==> config.mk <==
export PLATFORM = sky130hd
export DESIGN_NAME = bpred_update
export DESIGN_NICKNAME = d
export VERILOG_FILES = /design/src/rtl/bpred_update.sv
export SDC_FILE = /design/constraint.sdc
export NUM_CORES = 1
export LEC_CHECK = 0
export CAP_MARGIN = 10
export CORE_MARGIN = 1.5
export CORE_UTILIZATION = 57
export CTS_CLUSTER_DIAMETER = 120
export CTS_CLUSTER_SIZE = 10
export DETAILED_ROUTE_END_ITERATION = 8
export PLACE_DENSITY = 0.84
export SYNTH_ARGS = -nofsm -noshare
export SYNTH_HDL_FRONTEND = slang
export SYNTH_SLANG_ARGS = --single-unit
==> constraint.sdc <==
create_clock -name clk -period 5.4 [get_ports clk]
set_clock_uncertainty 0.15 [all_clocks]
set_input_delay 1.08 -clock clk [delete_from_list [all_inputs] [get_ports clk]]
set_output_delay 1.08 -clock clk [all_outputs]
set_load 0.01 [all_outputs]
==> src/rtl/bpred_update.sv <==
// Branch predictor training/resolution: mispredict detection, 2-bit counter mirror,
// victim selection and a one-deep pending write to the prediction table.
// Optional stat counters are compiled in when BPRED_STATS_EN is defined.
module bpred_update #(
    parameter int Psize = 5,
    parameter int NENT  = 2
) (
    input  logic                     clk,
    input  logic                     reset,
    input  logic                     resolve_valid,
    output logic                     resolve_ready,
    input  logic [Psize-1:0]         resolve_pc,
    input  logic                     resolve_taken,
    input  logic [Psize-1:0]         resolve_target,
    input  logic                     pred_taken,
    input  logic [Psize-1:0]         pred_target,
    output logic                     mispredict,
    output logic [Psize-1:0]         redirect_pc,
    output logic                     wr_en,
    input  logic                     wr_ready,
    output logic [$clog2(NENT)-1:0]  wr_idx,
    output logic                     wr_valid,
    output logic [Psize-1:0]         wr_pc,
    output logic [Psize-1:0]         wr_target
`ifdef BPRED_STATS_EN
    ,
    output logic [15:0]              stat_branches,
    output logic [15:0]              stat_mispredicts
`endif
);
    localparam int IDXW = $clog2(NENT);

    typedef enum logic {INIT, RUN} state_t;

    state_t           state_q, state_d;
    logic [IDXW-1:0]  init_idx_q, init_idx_d;
    logic [NENT-1:0]  alloc_q, alloc_d;
    logic [Psize-1:0] tag_q [NENT];
    logic [Psize-1:0] tag_d [NENT];
    logic [Psize-1:0] tgt_q [NENT];
    logic [Psize-1:0] tgt_d [NENT];
    logic [1:0]       ctr_q [NENT];
    logic [1:0]       ctr_d [NENT];
    logic [IDXW-1:0]  rr_ptr_q, rr_ptr_d;

    logic             pend_v_q, pend_v_d;
    logic [IDXW-1:0]  pend_idx_q, pend_idx_d;
    logic             pend_valid_q, pend_valid_d;
    logic [Psize-1:0] pend_pc_q, pend_pc_d;
    logic [Psize-1:0] pend_tgt_q, pend_tgt_d;

    logic             mispredict_q, mispredict_d;
    logic [Psize-1:0] redirect_pc_q, redirect_pc_d;

    logic             accept;
    logic             mis;
    logic [NENT-1:0]  hit_vec;
    logic             hit;
    logic [IDXW-1:0]  hit_idx;
    logic             free_any;
    logic [IDXW-1:0]  free_idx;
    logic [IDXW-1:0]  victim;
    logic [1:0]       new_ctr;

    generate
        for (genvar gi = 0; gi < NENT; gi++) begin : g_hit
            assign hit_vec[gi] = alloc_q[gi] && (tag_q[gi] == resolve_pc);
        end
    endgenerate

    always_comb begin
        hit      = |hit_vec;
        hit_idx  = '0;
        for (int i = 0; i < NENT; i++) begin
            if (hit_vec[i]) hit_idx = IDXW'(i);
        end
        // Scan downward so the lowest free index wins.
        free_any = ~&alloc_q;
        free_idx = '0;
        for (int i = NENT - 1; i >= 0; i--) begin
            if (!alloc_q[i]) free_idx = IDXW'(i);
        end
    end

    assign mis = (pred_taken != resolve_taken) ||
                 (pred_taken && resolve_taken && (pred_target != resolve_target));

    assign resolve_ready = !reset && (state_q == RUN) && (!pend_v_q || wr_ready);
    assign accept        = resolve_valid && resolve_ready;

    always_comb begin
        state_d       = state_q;
        init_idx_d    = init_idx_q;
        alloc_d       = alloc_q;
        tag_d         = tag_q;
        tgt_d         = tgt_q;
        ctr_d         = ctr_q;
        rr_ptr_d      = rr_ptr_q;
        pend_v_d      = pend_v_q;
        pend_idx_d    = pend_idx_q;
        pend_valid_d  = pend_valid_q;
        pend_pc_d     = pend_pc_q;
        pend_tgt_d    = pend_tgt_q;
        mispredict_d  = 1'b0;
        redirect_pc_d = '0;
        victim        = '0;
        new_ctr       = '0;

        case (state_q)
            INIT: begin
                if (wr_ready) begin
                    if (init_idx_q == IDXW'(NENT - 1)) begin
                        state_d    = RUN;
                        init_idx_d = '0;
                    end else begin
                        init_idx_d = init_idx_q + 1'b1;
                    end
                end
            end
            RUN: begin
                if (pend_v_q && wr_ready) pend_v_d = 1'b0;
                if (accept) begin
                    mispredict_d  = mis;
                    redirect_pc_d = mis ? (resolve_taken ? resolve_target : resolve_pc) : '0;
                    if (hit) begin
                        if (resolve_taken) begin
                            new_ctr             = (ctr_q[hit_idx] == 2'd3) ? 2'd3 : ctr_q[hit_idx] + 2'd1;
                            tgt_d[hit_idx]      = resolve_target;
                        end else begin
                            new_ctr             = (ctr_q[hit_idx] == 2'd0) ? 2'd0 : ctr_q[hit_idx] - 2'd1;
                        end
                        ctr_d[hit_idx] = new_ctr;
                        if (new_ctr == 2'd0) alloc_d[hit_idx] = 1'b0;
                        pend_v_d     = 1'b1;
                        pend_idx_d   = hit_idx;
                        pend_valid_d = new_ctr[1];
                        pend_pc_d    = tag_q[hit_idx];
                        pend_tgt_d   = resolve_taken ? resolve_target : tgt_q[hit_idx];
                    end else if (resolve_taken) begin
                        if (free_any) begin
                            victim = free_idx;
                        end else begin
                            victim   = rr_ptr_q;
                            rr_ptr_d = rr_ptr_q + 1'b1;
                        end
                        alloc_d[victim] = 1'b1;
                        tag_d[victim]   = resolve_pc;
                        tgt_d[victim]   = resolve_target;
                        ctr_d[victim]   = 2'd2;
                        pend_v_d        = 1'b1;
                        pend_idx_d      = victim;
                        pend_valid_d    = 1'b1;
                        pend_pc_d       = resolve_pc;
                        pend_tgt_d      = resolve_target;
                    end
                end
            end
            default: state_d = INIT;
        endcase
    end

    always_ff @(posedge clk) begin
        if (reset) begin
            state_q       <= INIT;
            init_idx_q    <= '0;
            alloc_q       <= '0;
            rr_ptr_q      <= '0;
            pend_v_q      <= 1'b0;
            pend_idx_q    <= '0;
            pend_valid_q  <= 1'b0;
            pend_pc_q     <= '0;
            pend_tgt_q    <= '0;
            mispredict_q  <= 1'b0;
            redirect_pc_q <= '0;
            for (int i = 0; i < NENT; i++) begin
                tag_q[i] <= '0;
                tgt_q[i] <= '0;
                ctr_q[i] <= '0;
            end
        end else begin
            state_q       <= state_d;
            init_idx_q    <= init_idx_d;
            alloc_q       <= alloc_d;
            rr_ptr_q      <= rr_ptr_d;
            pend_v_q      <= pend_v_d;
            pend_idx_q    <= pend_idx_d;
            pend_valid_q  <= pend_valid_d;
            pend_pc_q     <= pend_pc_d;
            pend_tgt_q    <= pend_tgt_d;
            mispredict_q  <= mispredict_d;
            redirect_pc_q <= redirect_pc_d;
            for (int i = 0; i < NENT; i++) begin
                tag_q[i] <= tag_d[i];
                tgt_q[i] <= tgt_d[i];
                ctr_q[i] <= ctr_d[i];
            end
        end
    end

    // Outputs are forced quiet while reset is held, even before the first reset edge.
    always_comb begin
        mispredict  = !reset && mispredict_q;
        redirect_pc = reset ? '0 : redirect_pc_q;
        wr_en       = 1'b0;
        wr_idx      = '0;
        wr_valid    = 1'b0;
        wr_pc       = '0;
        wr_target   = '0;
        if (!reset) begin
            if (state_q == INIT) begin
                wr_en  = 1'b1;
                wr_idx = init_idx_q;
            end else begin
                wr_en     = pend_v_q;
                wr_idx    = pend_idx_q;
                wr_valid  = pend_valid_q;
                wr_pc     = pend_pc_q;
                wr_target = pend_tgt_q;
            end
        end
    end

`ifdef BPRED_STATS_EN
    logic [15:0] stat_br_q, stat_br_d;
    logic [15:0] stat_mp_q, stat_mp_d;

    always_comb begin
        stat_br_d = stat_br_q;
        stat_mp_d = stat_mp_q;
        if (accept && (stat_br_q != 16'hFFFF)) stat_br_d = stat_br_q + 16'd1;
        if (accept && mis && (stat_mp_q != 16'hFFFF)) stat_mp_d = stat_mp_q + 16'd1;
    end

    always_ff @(posedge clk) begin
        if (reset) begin
            stat_br_q <= '0;
            stat_mp_q <= '0;
        end else begin
            stat_br_q <= stat_br_d;
            stat_mp_q <= stat_mp_d;
        end
    end

    assign stat_branches    = stat_br_q;
    assign stat_mispredicts = stat_mp_q;
`endif

endmodule

==> impl.org, run 1 <==
** Status
- The flow ran to the end, and the final reports show no timing, DRC or antenna violations.

** Finish
- Final standard cell utilization of the core :: about 69%
- Cells with a size suffix above 1 make up 8.18% of the layout.
- Layout Area Growth over Synthesis :: 17.2%
- Leaving out fill and tap cells, the most frequent cell in the layout is sky130_fd_sc_hd__dfxtp_1.
- Final antenna diode count :: 0
- Final #Nets :: about 340
- The layout has around 350 filler cells.
- The library cells used most frequently in the layout, excluding fill and tap cells, are sky130_fd_sc_hd__dfxtp_1 (48), sky130_fd_sc_hd__clkdlybuf4s50_1 (40), sky130_fd_sc_hd__a21oi_1 (23), sky130_fd_sc_hd__nand3_1 (23), sky130_fd_sc_hd__o21ai_0 (22).

** Clock tree
- CTS placed an instance of sky130_fd_sc_hd__clkbuf_8 at the clock tree root.
- The clock passes through at most 2 buffers.
- The H-tree was split into 2 levels.
- Number of buffers inserted during clock tree synthesis :: 5
- In this run, post-CTS hold repair placed 0 buffers.
- Buffers added to address setup during post-CTS repair amount to 0.
- Quantity of gates resized following cts :: 0
- TritonCTS built the clock tree.
- The tree built by TritonCTS fans out to 48 sinks.
- Clock-pin slew was measured on the worst setup and hold paths at ~0.08 ns.
- The later pin in the worst-skew pair is clocked with a latency of approximately 0.3 ns.

** Global route
- GRT overflow :: 0
- Vias in the first global route :: 2160
- The first global-routing pass estimated about 10000 um of wire.
- The number of antenna violations at the first check in global routing was 0.
- Tot GR Track Use :: between 20% and 30%
- Entering global routing, the biggest net connects 43 pins.

** Synthesis
- During synthesis, Yosys emitted a total of 0 warnings.
- The synthesized netlist occupies a cell area of approximately 0.0026 mm2.
- Counting distinct cell types in the post-synthesis netlist gives 52.
- Synthesis produced a netlist with a net count of between 300 and 400.
- Async set or reset register ratio after synthesis :: 0%
- Dividing the synthesized area by the synthesized cell count gives just under 9 um2.
- Sequential cells were found to cover a little under two fifths of the synthesized design area.
- Among all flip-flop cells after synthesis, the most frequent one is sky130_fd_sc_hd__dfxtp_1.
- Cell count after synthesis :: around 290
- The synthesized design contains 48 register bits.
- EDFF count, synth :: 0

** Power and ir drop
- Per report_power, the combinational group accounts for 12.0% of the total.
- Power spread over the standard cell area amounts to 221 mW/mm2.
- Summed over all cells, the static leakage comes to approximately 0.0010 uW.
- The design draws 663 uW.
- Of the total power, the share spent switching nets is ~25%.
- The analysis attributes to net switching a power of approximately 160 uW.
- The worst-case IR drop observed on VDD is ~0.00016 V.
- Internal Pwr Total :: between 400 and 500 uW
- Fraction of power consumed by the clock network :: 33.3%
- Sequential fraction of design power :: about 55%

** Timing
- The worst path in the final design needs a cycle of slightly below 4 ns, including I/O delays and setup.
- Tightest hold margin :: ~0.32 ns
- In the final timing run, aggregate negative setup slack is 0 ns.
- Worst slew pin tran :: a little over 0.9 ns
- Derived from the worst setup path, the maximum achievable clock frequency is 255 MHz.
- The number of hold violations in the final report is 0.
- In the finished design, the share of the clock period the worst path needs comes to around 73%.
- Count of pins over their slew limit :: 0
- Slack of the critical path :: 1.48 ns
- Unrepaired setup endpoints after global routing :: no
- The worst pin sits at a relative slew slack of about two fifths.
- Setup violations remaining at the end of the flow were counted as 0.

** Critical path
- Timing startpoint of the critical path :: reset
- The largest individual stage delay along the critical path comes from the cell sky130_fd_sc_hd__clkdlybuf4s50_1.
- Category of cells accounting for the largest share of critical-path delay :: buffers and inverters
- The critical path goes through clkdlybuf4s50_1, and2b_1, and2_1, clkdlybuf4s50_1.
- Logic depth of the worst register-to-register path :: 5
- Delay of the slowest critical-path stage :: about 0.53 ns
- In this run the worst path has a maximum fanout of 16.
- Worst R2R Start :: state_q
- Data arrives at the worst endpoint at about 2.7 ns.
- Crit path required time :: 4.17 ns
- The setup check on the worst reg-to-reg path leaves a slack of between 3 and 4 ns.
- STA classifies the critical path endpoint as an output pin.
- The cell that appears most often on the critical path is sky130_fd_sc_hd__clkdlybuf4s50_1.
- Number of buffers and inverters on the critical path :: 2
- Counting buffers and inverters, the worst setup path is 4 cells deep.
- Critical path class :: primary input to output pin
- The endpoint identified for the worst register-to-register timing path is ctr_q[2].
- Critical Path Source Type :: primary input
- Critical path endpoint :: wr_valid

** Placement
- Detailed placement finished with a half-perimeter wire length of 4390 um.
- Routability-driven placement congestion ratio :: 0.896
- Timing analysis after detailed placement gives a worst setup slack of 1.45 ns.
- Buffers added on ports :: 40

** Routing
- Once detail routing completed, the nets flagged for antenna violations numbered 0.
- Dividing the detail-routed via count by the number of cells gives around 6.2.
- The detailed router placed approximately 2300 vias in this run.
- Final routed DRC violation total :: 0
- Initial DRT Pass Iterations :: 4
- Post-detailed-routing wire length :: roughly 6300 um
- After the first detailed-routing iteration, the DRC count stood at around 160.
- Dividing the detail-routed wire length by the instance count gives between 15 and 20 um.

** Floorplan
- Number of core rows :: 24
- Height of the chip :: ~70 um
- Placeable Area :: 0.00432 mm2
- Chip width :: roughly 70 um
- The initial utilization of the core area, before any placement, comes to around three fifths.
- The die covers a little under 0.005 mm2.
- 41 I/O pins were placed.

** Hold path
- HP Class :: flop to flop

** Flow run
- The tool flagged a number of max-cap violations equal to 0.
[worst min path at each step]
stage | start | to | slack (ns) | cells past startpoint
floorplan | pend_idx_q | pend_idx_q | 0.29 | 1
global placement | pend_idx_q | pend_idx_q | 0.30 | 1
detailed placement | pend_idx_q | pend_idx_q | 0.31 | 1
CTS | pend_idx_q | pend_idx_q | 0.33 | 1
global route | tgt_q[6] | tgt_q[6] | 0.35 | 2
finish | pend_idx_q | pend_idx_q | 0.32 | 1
[stage by stage]
step / cells / instance area [um2]
2_1_floorplan: 289 / 2560
3_3_place_gp: 362 / 2910
3_5_place_dp: 362 / 2910
4_1_cts: 370 / 3000
5_1_grt: 370 / 3000
6_report: 370 / 3000
[power groups by stage]
stage               combinational, uW  sequential (uW)  clock, uW
floorplan                        48.3              369          0
global placement                 77.4              371          0
CTS                              79.0              363        226
detailed placement               78.6              371          0
global route                     86.0              364        236
finish                           79.4              363        221
[area by class of cell]
type                            instances  area (um2)  area share, %
Clock buffer                            8        90.1           3.00
Inverter                               11        41.3           1.38
Multi-Input combinational cell        210        1430           47.8
Sequential cell                        48         961           32.0
Tap cell                               52        65.1           2.17
Timing Repair Buffer                   41         408           13.6
[cells by family (layout without fill, tap and decap cells)]
family                     Yosys count  in the layout  share of synthesized area [%]
muxes                               11             11                           5.28
adders and majority gates            1              1                          0.489
xor gates and xnor gates            16             16                           5.48
DFF                                 48             48                           37.6
AOI/OAI and AO/OA                   93             93                           25.2
buffers and inverters               31             60                           6.41
and+or+nand+nor                     89             89                           19.6
[metal layers]
metal	vias to the layer above	part of all wire [%]	global-route usage, %
li1	1113	-	-
met1	1084	44	33.9
met2	74	49	45.3
met3	9	5.5	5.34
met4	0	1.6	7.91
met5	-	0	0
[Yosys cell counts (all sizes together) (2+ instances only)]
master / count / area share (%)
xor2: 2 / 0.68
and4: 2 / 0.68
a31oi: 6 / 1.5
inv: 10 / 1.5
nor2: 14 / 2.4
a211oi: 2 / 0.59
nand3: 23 / 4.5
a32o: 2 / 0.78
nand4: 7 / 2.0
o32ai: 5 / 1.7
and2: 13 / 3.2
buf: 10 / 3.3
o41ai: 2 / 0.68
dfxtp: 48 / 38
o31a: 2 / 0.68
o21ai: 26 / 5.2
a31o: 3 / 1.0
nand2: 11 / 1.9
a21oi: 24 / 5.1
o311ai: 6 / 2.1
mux2i: 6 / 2.3
and3: 4 / 1.0
clkbuf: 10 / 1.5
mux2: 5 / 2.9
o21a: 3 / 0.88
o211ai: 5 / 1.5
xnor2: 14 / 4.8
nor2b: 12 / 2.9
[flip-flops by register name (all words and copies together) (netlist names), 2 cells and up]
signal and cells:
pend_pc_q 5, redirect_pc_q 5, ctr_q 4, tag_q 10, tgt_q 10, alloc_q 2, pend_tgt_q 5
Note: power is estimated with default switching activity, not from simulation.
==> run 2, diff against run 1 <==
--- a/config.mk
+++ b/config.mk
@@ -7,11 +7,11 @@
 export LEC_CHECK = 0
 export CAP_MARGIN = 10
 export CORE_MARGIN = 1.5
-export CORE_UTILIZATION = 57
+export CORE_UTILIZATION = 53
 export CTS_CLUSTER_DIAMETER = 120
 export CTS_CLUSTER_SIZE = 10
 export DETAILED_ROUTE_END_ITERATION = 8
-export PLACE_DENSITY = 0.84
+export PLACE_DENSITY = 0.79
 export SYNTH_ARGS = -nofsm -noshare
 export SYNTH_HDL_FRONTEND = slang
 export SYNTH_SLANG_ARGS = --single-unit
==> constraint.sdc (replaced) <==
create_clock -name clk -period 3.9 [get_ports clk]
set_clock_uncertainty 0.15 [all_clocks]
set_input_delay 0.78 -clock clk [delete_from_list [all_inputs] [get_ports clk]]
set_output_delay 0.78 -clock clk [all_outputs]
set_load 0.01 [all_outputs]
==> impl.org, run 2 (synthesized netlist as in run 1, its figures left out) <==
** Clock tree
- In this run the deepest clock path goes through 2 buffers.
- CTS saw 48 sinks.
- After clock tree synthesis, the clock-pin slew on the worst setup and hold paths is 0.08 ns.
- Number of levels in the clock H-tree :: 2
- Clk_lat worst skew :: 0.31 ns
- Post CTS Setup Buffer Count :: 0
- The number of hold buffers added after CTS was 0.
- Post-CTS repair changed the size of 0 cells.
- The root buffer cell chosen for the clock tree is sky130_fd_sc_hd__clkbuf_8.
- Clock tree from TritonCTS :: done
- Number of buffers inserted during clock tree synthesis :: 5

** Routing
- Vias after detailed routing :: about 2300
- Final routed DRC violation total :: 0
- Initial DRT Pass Iterations :: 4
- Using the TritonRoute via totals, the vias-per-cell ratio works out to just over 6.
- Number of DRC markers in iteration 0 :: between 200 and 250
- Dividing the detail-routed wire length by the instance count gives ~17 um.
- Summed over all layers, the routed wires come to between 6000 and 7000 um.
- Final antenna-violating net count :: 0

** Finish
- Final #Nets :: ~340
- Layout Area Growth over Synthesis :: 18.9%
- Top library cells by usage in the layout, fill and taps aside :: sky130_fd_sc_hd__dfxtp_1 (48), sky130_fd_sc_hd__clkdlybuf4s50_1 (40), sky130_fd_sc_hd__a21oi_1 (23), sky130_fd_sc_hd__nand3_1 (23), sky130_fd_sc_hd__o21ai_0 (22)
- # fillers :: around 420
- The largest registers in the layout are tag_q: 10 flops, tgt_q: 10 flops.
- In the final layout, the share of cells above drive strength 1 is about a tenth.
- The number of antenna diodes in the final layout is 0.
- The library cell used most frequently in the layout, excluding fill and tap cells, is sky130_fd_sc_hd__dfxtp_1.

** Timing
- Setup violations remaining at the end of the flow were counted as 0.
- Final worst-path cycle share :: a little under nine tenths
- Max-slew headroom at the worst pin :: a little over half
- Count of pins over their slew limit :: 0
- The routed design could run at a clock period as short as roughly 3.3 ns.
- Slack of the critical path :: approximately 0.56 ns
- Derived from the worst setup path, the maximum achievable clock frequency is around 300 MHz.
- Final Hold Viols :: 0
- Unrepaired setup endpoints after global routing :: no
- Tightest hold margin :: roughly 0.33 ns
- Worst slew pin tran :: around 0.68 ns
- Setup TNS after final layout :: 0 ns

** Power and ir drop
- The internal power of the cells totals about 740 uW.
- IR analysis of the VDD net gives a maximum drop of 0.000204 V.
- Sequential fraction of design power :: 51.4%
- Summed over all cells, the static leakage comes to about 0.0011 uW.
- The completed layout was analyzed and its total power is around 980 uW.
- Part of the power in combinational logic :: between 10% and 20%
- Power spread over the standard cell area amounts to approximately 320 mW/mm2.
- The analysis attributes to net switching a power of 239 uW.
- Fraction of power consumed by the clock network :: between 30% and 40%
- Sw Ratio :: about 25%

** Global route
- Tot GR Track Use :: about a quarter
- For this run the aggregate overflow at the end of global routing stands at 0.
- The via count of the first global-routing pass is roughly 2100.
- Antenna violations before repair :: 0
- The first global-routing pass estimated between 10000 and 15000 um of wire.
- Entering global routing, the biggest net connects 43 pins.

** Placement
- Worst setup timing slack at the placement stage :: about 0.57 ns
- At the end of routability-driven placement, the weighted congestion stood at a little under 0.9.
- Buffers added on ports :: 40
- Detailed placement finished with a half-perimeter wire length of 4430 um.

** Floorplan
- Die area :: ~0.0053 mm2
- Pin placement for this block handled 41 I/O pins.
- Initial core utilization :: a little over half
- Chip width :: a little over 70 um
- Number of core rows :: 25
- Placeable Area :: 0.00469 mm2
- Height of the chip :: between 70 and 80 um

** Critical path
- Logic depth of the worst register-to-register path :: 5
- Critical path class :: primary input to output pin
- Critical Path Source Type :: primary input
- CP endpoint kind :: output pin
- Critical Path Most Common Cell :: sky130_fd_sc_hd__clkdlybuf4s50_1
- Delay of the slowest critical-path stage :: roughly 0.53 ns
- Chain of cells forming the critical path :: clkdlybuf4s50_1, and2b_1, and2_1, clkdlybuf4s50_1
- Data on the critical path arrives at its endpoint at 2.41 ns.
- Critical path peak fanout :: 16
- The slowest stage of the critical path belongs to the cell sky130_fd_sc_hd__clkdlybuf4s50_1.
- Across all register-to-register paths, the minimum setup slack is 1.45 ns.
- For the worst setup path, the data required time is ~3.0 ns.

** Hold path
- HP Class :: flop to flop
- The worst hold path was traced through 2 stages.

** Flow run
- Maxcap violations :: 0

** Status
- Status :: finished, final reports clean
run 2: cell count changes in the layout (fill, tap and decap cells not counted):
cell,before,now
sky130_fd_sc_hd__clkbuf_1,2,1
sky130_fd_sc_hd__clkbuf_8,6,5
sky130_fd_sc_hd__clkinv_2,0,1
sky130_fd_sc_hd__buf_4,1,4
sky130_fd_sc_hd__bufinv_16,0,1
run 2: final cells by class:
class / count / area (um2) / area share (%)
multi-input combinational: 210 / 1430 / 47.1
sequential: 48 / 961 / 31.6
timing repair buffer: 44 / 430 / 14.2
clock buffer: 6 / 72.6 / 2.39
tap: 54 / 67.6 / 2.22
inverter: 11 / 41.3 / 1.36
clock inverter: 2 / 35.0 / 1.15
run 2: worst paths after layout:
check | start | endpoint
worst min-delay path | ctr_q[0] | ctr_q[0]
worst max register to register | state_q | ctr_q[2]
worst max-delay path | reset | wr_pc[3]
worst min register to register | ctr_q[0] | ctr_q[0]
run 2: critical path, delay by kind of cell:
kind,cells,cell delay (ns)
and+or+nand+nor,2,0.67
buffers and inverters,2,0.95
run 2: power by group through the flow:
stage / clock network, uW / logic (uW) / registers (uW)
floorplan: 0 / 66.9 / 511
global placement: 0 / 109 / 513
detailed placement: 0 / 110 / 513
CTS: 364 / 111 / 502
global route: 387 / 120 / 503
finish: 362 / 111 / 502
run 2: stage by stage:
stage,util [%],std cells,instance area (um2)
after floorplan,-,289,2560
after global placement,62.5,367,2930
after detailed placement,62.5,367,2930
after CTS,64.8,375,3040
after global routing,64.8,375,3040
final,64.8,375,3040
run 2: routing by layer:
| layer | global-route usage [%] | up-vias | wire length (um) |
|---|---|---|---|
| li1 | - | 1116 | - |
| met1 | 35.7 | 1122 | 2740 |
| met2 | 42.4 | 75 | 3050 |
| met3 | 4.03 | 11 | 467 |
| met4 | 9.01 | 0 | 129 |
| met5 | 0 | - | 0 |
==> run 3, diff against run 2 <==
--- a/config.mk
+++ b/config.mk
@@ -7,11 +7,11 @@
 export LEC_CHECK = 0
 export CAP_MARGIN = 10
 export CORE_MARGIN = 1.5
-export CORE_UTILIZATION = 53
+export CORE_UTILIZATION = 40
 export CTS_CLUSTER_DIAMETER = 120
 export CTS_CLUSTER_SIZE = 10
 export DETAILED_ROUTE_END_ITERATION = 8
-export PLACE_DENSITY = 0.79
+export PLACE_DENSITY = 0.63
 export SYNTH_ARGS = -nofsm -noshare
 export SYNTH_HDL_FRONTEND = slang
 export SYNTH_SLANG_ARGS = --single-unit
==> impl.org, run 3 (synthesized netlist as in run 1, its figures left out) <==
** Status
- The run finished with clean final reports.

** Floorplan
- Number of core rows :: 28
- Height of the chip :: 83.0 um
- From left edge to right edge, the die measures just over 80 um.
- The floorplan step defined a die boundary enclosing around 0.007 mm2.
- The initial utilization of the core area, before any placement, comes to about 42%.
- During I/O placement, the number of pins put on the boundary was a little over 40.
- The total area inside the core boundary comes to between 0.006 and 0.007 mm2.

** Hold path
- Start point of the worst hold path :: pend_tgt_q[0]
- The tightest min-delay check is of the flop to flop type.
- The path with the worst hold slack has its endpoint at pend_tgt_q[0].
- Along the worst hold path, the cell count comes to 2.

** Clock tree
- For the worst-skew pair, the clock arrives at the later sink with an insertion delay of around 0.30 ns.
- Clock tree from TritonCTS :: done
- Clock slew at reported path FFs :: around 0.09 ns
- The clock drives 48 sinks.
- Number of buffers inserted during clock tree synthesis :: 5
- The number of gates resized after CTS was 0.
- Clock tree buffer depth :: 2
- Hold buffer count at CTS :: 0
- Clock root buffer master :: sky130_fd_sc_hd__clkbuf_8
- In this run the post-CTS setup repair buffer count came out at 0.
- The H-tree was split into 2 levels.

** Finish
- Final #Nets :: around 340
- Layout Area Growth over Synthesis :: 19.9%
- Ratio of cells with drive above 1 in the final layout :: 9.35%
- In the final layout, the multi-input gates occupy between 0.001 and 0.0015 mm2.
- After filler insertion, the fill cell instance count of the layout stands at ~600.
- The finished layout holds 396 standard cells, fillers aside.
- Final antenna diode count :: 0
- Top library cells by usage in the layout, fill and taps aside :: sky130_fd_sc_hd__dfxtp_1 (48), sky130_fd_sc_hd__clkdlybuf4s50_1 (40), sky130_fd_sc_hd__a21oi_1 (23), sky130_fd_sc_hd__nand3_1 (23), sky130_fd_sc_hd__o21ai_0 (22)
- In the final layout, flip-flops and latches occupy around 960 um2.
- Leading cell type in the layout, fill and taps excluded :: sky130_fd_sc_hd__dfxtp_1
- Registers with the most flip-flops :: tag_q: 10 flops, tgt_q: 10 flops
- Cells fill between 50 and 60% of the core in the end.

** Routing
- The count of nets left with antenna violations once routing finished came out at 0.
- Average wire length per cell after detail routing :: between 15 and 20 um
- Final routed DRC violation total :: 0
- For this block, the initial DRC count from the detailed router was about 150.
- Before antenna repair, the detailed router went through 4 iterations.
- Dividing the detail-routed via count by the number of cells gives about 5.8.
- The routed layout has around 2300 vias.
- Post-detailed-routing wire length :: between 6000 and 7000 um

** Critical path
- In this run the register-to-register setup slack is roughly 1.5 ns.
- At the worst endpoint, the required time is 2.97 ns.
- STA classifies the critical path startpoint as a primary input.
- Along the worst path, the maximum fanout reaches 16.
- CP endpoint kind :: output pin
- STA puts the critical path data arrival time at between 2 and 2.5 ns.
- Logic depth of the worst register-to-register path :: 5
- The worst register-to-register path begins at state_q.
- The endpoint identified for the worst register-to-register timing path is ctr_q[2].
- Critical path class :: primary input to output pin

** Timing
- Count of pins over their slew limit :: 0
- Unrepaired setup endpoints after global routing :: no
- In the final timing run, aggregate negative setup slack is 0 ns.
- Max-slew headroom at the worst pin :: between 40 and 50%
- Final critical path time including I/O delays and setup :: between 3 and 4 ns
- Worst slew pin tran :: 0.756 ns
- Setup violations remaining at the end of the flow were counted as 0.
- Final worst-path cycle share :: between 80 and 90%
- The number of hold violations in the final report was 0.
- For this run, the top clock speed supported by timing is between 200 and 300 MHz.
- After layout, the worst setup slack is 0.552 ns.
- Across all hold checks on the routed design, the worst slack comes to 0.326 ns.

** Power and ir drop
- The analysis attributes to cell leakage a power of 0.00106 uW.
- IR drop worst, VDD :: around 0.00018 V
- Power per unit of standard cell area :: 316 mW/mm2

** Global route
- First-pass GRT wire length :: 11000 um
- Vias in the first global route :: between 2000 and 2500
- Global routing consumed, over all layers together, between 10% and 20% of the routing resources.
- After global routing the overflow that remains totals 0.
- Antenna violations before repair :: 0
- Maximum number of pins on one net before global-route repair :: 43

** Placement
- Detailed placer's ending HPWL :: roughly 4700 um
- The number of placed instances, taps included, is 388.
- Buffers added on ports :: 40
- Routability-driven placement congestion ratio :: about 0.89
- Timing analysis after detailed placement gives a worst setup slack of between 0.5 and 0.6 ns.

** Flow run
- The tool flagged a number of max-cap violations equal to 0.
-- run 3: cell counts in the layout (fill, tap and decap cells not counted) --
Identical to the previous run, type by type.
-- run 3: cell type report --
type | count | area share, %
clock buffers | 6 | 2.37
clock inverters | 2 | 1.14
inverters | 11 | 1.35
multi-input cells | 210 | 46.7
flip-flops and latches | 48 | 31.3
well taps | 75 | 3.06
repair buffers | 44 | 14.0
-- run 3: metal layers --
metal | routed length [um] | GRT usage [%] | part of all wire (%) | up-vias
met5 | 0 | 0 | 0 | -
met3 | 245 | 2.88 | 3.6 | 4
met2 | 3260 | 32.2 | 48 | 51
met4 | 45 | 4.70 | 0.67 | 0
met1 | 3190 | 27.1 | 47 | 1107
li1 | - | - | - | 1124
-- run 3: critical path: stages --
cell and delay [ns]:
sky130_fd_sc_hd__clkdlybuf4s50_1 0.43, sky130_fd_sc_hd__and2b_1 0.48, sky130_fd_sc_hd__and2_1 0.20, sky130_fd_sc_hd__clkdlybuf4s50_1 0.53
-- run 3: how the worst max path moves through the flow --
stage               start        endpoint  slack (ns)  cells past startpoint
floorplan           reset  redirect_pc[1]        1.52                      3
global placement    reset        wr_valid        0.56                      4
detailed placement  reset        wr_valid        0.54                      4
CTS                 reset        wr_valid        0.53                      4
global route        reset        wr_pc[0]        0.46                      4
finish              reset        wr_valid        0.55                      4
-- run 3: where the power goes --
| part | leakage, uW | total, uW | switching, uW | internal, uW |
|---|---|---|---|---|
| clock | 0.0000552 | 355 | 165 | 190 |
| sequential | 0.000387 | 502 | 5.70 | 496 |
| combinational | 0.000615 | 112 | 63.0 | 49.4 |
| total | 0.00106 | 970 | 234 | 736 |
-- run 3: stage by stage --
stage	power, uW	area [um2]
after floorplan	578	2560
after global placement	625	2960
after detailed placement	625	2960
after CTS	978	3070
after global routing	1010	3070
final	970	3070
==> edit (settings of run 2) <==
Put a register stage on the output `mispredict`. The value now appears one clock later. The other outputs are not delayed to match.
--- a/src/rtl/bpred_update.sv
+++ b/src/rtl/bpred_update.sv
@@ -31,6 +31,8 @@
     localparam int IDXW = $clog2(NENT);
 
     typedef enum logic {INIT, RUN} state_t;
+
+    logic mispredict_c;
 
     state_t           state_q, state_d;
     logic [IDXW-1:0]  init_idx_q, init_idx_d;
@@ -199,7 +201,7 @@
 
     // Outputs are forced quiet while reset is held, even before the first reset edge.
     always_comb begin
-        mispredict  = !reset && mispredict_q;
+        mispredict_c = !reset && mispredict_q;
         redirect_pc = reset ? '0 : redirect_pc_q;
         wr_en       = 1'b0;
         wr_idx      = '0;
@@ -245,5 +247,9 @@
     assign stat_mispredicts = stat_mp_q;
 `endif
 
+    always_ff @(posedge clk) begin
+        mispredict <= mispredict_c;
+    end
+
 endmodule
 
Behaviour: not the same (a bounded check fails within 4 cycles, from zero or initial values and one cycle with reset high).
==> edit against run 2 <==
  * Area after synthesis up 0.78%
  * Worst setup slack lost 0.0062 ns
  * Non-clock buffer count is the same
  * Die area up 0.76%
  * Maximum frequency down 0.18%
  * Via count down 0.95%
  * Final area rose by 0.82%
  * Routed wire length decreased by 0.86%
  * Sequential cell count is 1 higher
  * Register-to-register slack improved by 0.04 ns
  * Worst hold slack worse by 0.032 ns
  * Total power grew 2.0%
==> edit: results (changes against run 2) <==
Worst setup path:
- The reg-to-reg endpoint is ctr_q[2].
- The delay of the slowest cell on the worst path is 0.53 ns (about the same).
- The register-to-register setup slack came to 1.49 ns (+0.04 ns).
- The worst path arrival time came to 2.41 ns (about the same).
- The library cell contributing the largest single delay on the critical path is sky130_fd_sc_hd__clkdlybuf4s50_1.
- The worst register-to-register path begins at state_q.
- The count of cells along the worst register-to-register path was 5 (unchanged).
- Grouping stages by cell kind, the critical path spends the most delay in buffers and inverters.

Routing:
- The total length of routed wires is 6330 um (-0.86%).
- The count of vias placed by the detailed router came to 2302 (-0.95%).
- The number of DRC markers after the initial detailed-route iteration was 261 (+24%).
- The average wire per cell in the routed design is 16.8 um (-1.1%).

Power and ir drop:
- The clock power share is 37.4% (+0.3 points).
- The sequential fraction of design power is 51.4% (about the same).
- The leakage power summed over all cells was 1.07 nW (+1.1%).
- The maximum vdd drop is 0.242 mV (+19%).
- The internal cell power came to 0.748 mW (+1.7%).

Final layout:
- In the final layout, the registers with the most flip-flops are tag_q x10, tgt_q x10.
- The number of fill cells in the layout was 403 (-4.5%).
- The layout net count is 343 (+0.29%).
- The number of diodes was 0 (unchanged).
- The fraction of layout cells with a size suffix above 1 is 9.63% (+0.28 points).

Placed design:
- The placed instance count is 368 (+0.27%).
- The number of port buffers is 40 (unchanged).
- The final weighted congestion of routability-driven global placement is 0.886 (+1.6%).
- The placed wire-length estimate after detailed placement came to 4440 um (+0.17%).
- The worst slack at placement is 0.552 ns (-0.0140 ns).

Yosys:
- The post-synthesis cell type count is 52 (unchanged).
- By area the synthesized netlist is led by sky130_fd_sc_hd__dfxtp_1 (38%), sky130_fd_sc_hd__xnor2_1 (4.8%), sky130_fd_sc_hd__a21oi_1 (4.5%).
- The synthesized instance count is 290 (+0.35%).
- Sorting the synthesized cells by how often they occur yields sky130_fd_sc_hd__dfxtp_1 (49), sky130_fd_sc_hd__a21oi_1 (23), sky130_fd_sc_hd__nand3_1 (23).
- The total nets after synthesis was 312 (+0.32%).
- The most used flip-flop cell after synthesis is sky130_fd_sc_hd__dfxtp_1.
- The part of the Yosys area used for sequential elements is 38.0% (+0.48 points).

STA:
- The relative slew slack came to 53.1% (-1.9 points).
- The smallest setup slack after layout came to 0.555 ns (-0.00619 ns).

Worst hold path:
- The depth of the worst hold-timing path is 1 (-1).
- In this run the worst hold path is classified as reg2reg.

Clock network:
- The number of buffers added for setup after CTS was 0 (unchanged).
- After clock tree synthesis, the clock-pin slew on the worst setup and hold paths is 0.09 ns.
- The number of instances resized during post-cts repair came to 0 (unchanged).
- The number of buffers inserted during clock tree synthesis was 5 (unchanged).
- The cell at the root of the clock tree is sky130_fd_sc_hd__clkbuf_8.
- The worst-skew pair later-pin latency was 0.31 ns (about the same).
- The largest buffer count on any clock path is 2 (unchanged).
- The total number of H-tree levels is 2 (unchanged).

Global routing:
- The aggregate global-route resource usage is 25.7% (-0.47 points).
- The initial antenna violation count came to 0 (unchanged).
- The first-pass GRT wire length is 10400 um (-1.2%).
- The number of global-route vias before repair was 2147 (+1.5%).

Run status:
- The run finished with clean final reports.
-- edit: cell count changes after synthesis --
cell / delta
sky130_fd_sc_hd__dfxtp_1: +1
-- edit: through the flow --
| step | instance area (um^2) | total power, mW |
|---|---|---|
| 6_report | 3070 | 0.995 |
| 5_1_grt | 3070 | 1.03 |
| 4_1_cts | 3070 | 1.00 |
| 3_5_place_dp | 2950 | 0.634 |
| 3_3_place_gp | 2950 | 0.632 |
| 2_1_floorplan | 2580 | 0.589 |
-- edit: area by class of cell --
class | count | share of cell area (%)
multi-input combinational | 210 | 46.8
sequential | 49 | 32.0
timing repair buffer | 44 | 14.0
clock buffer | 5 | 2.24
tap | 54 | 2.20
clock inverter | 3 | 1.43
inverter | 11 | 1.35
-- edit: worst min path at each step --
stage / startpoint / to / slack [ns]
after global routing: mispredict_q / mispredict / 0.32
after detailed placement: mispredict_q / mispredict / 0.28
after floorplan: mispredict_q / mispredict / 0.26
after CTS: mispredict_q / mispredict / 0.30
final: mispredict_q / mispredict / 0.29
after global placement: mispredict_q / mispredict / 0.27
-- edit: routing by layer --
metal / GRT usage (%) / vias up / routed length (um) / share of wire, %
met3: 6.63 / 7 / 532 / 8.4
li1: - / 1114 / - / -
met1: 32.2 / 1093 / 2620 / 41
met2: 43.4 / 88 / 3080 / 49
met5: 0 / - / 0 / 0
met4: 7.76 / 0 / 92 / 1.5
-- edit: cell families (layout without fill, tap and decap cells) --
logic type,after synthesis,in the layout,share of synthesized area [%]
flip-flops,49,49,38.0
AND/OR/NAND/NOR,89,89,19.4
AO/OA/AOI/OAI,93,93,25.0
XOR/XNOR,16,16,5.43
buffers and inverters,31,63,6.36
adder cells (fa/ha/maj),1,1,0.485
multiplexers,11,11,5.24
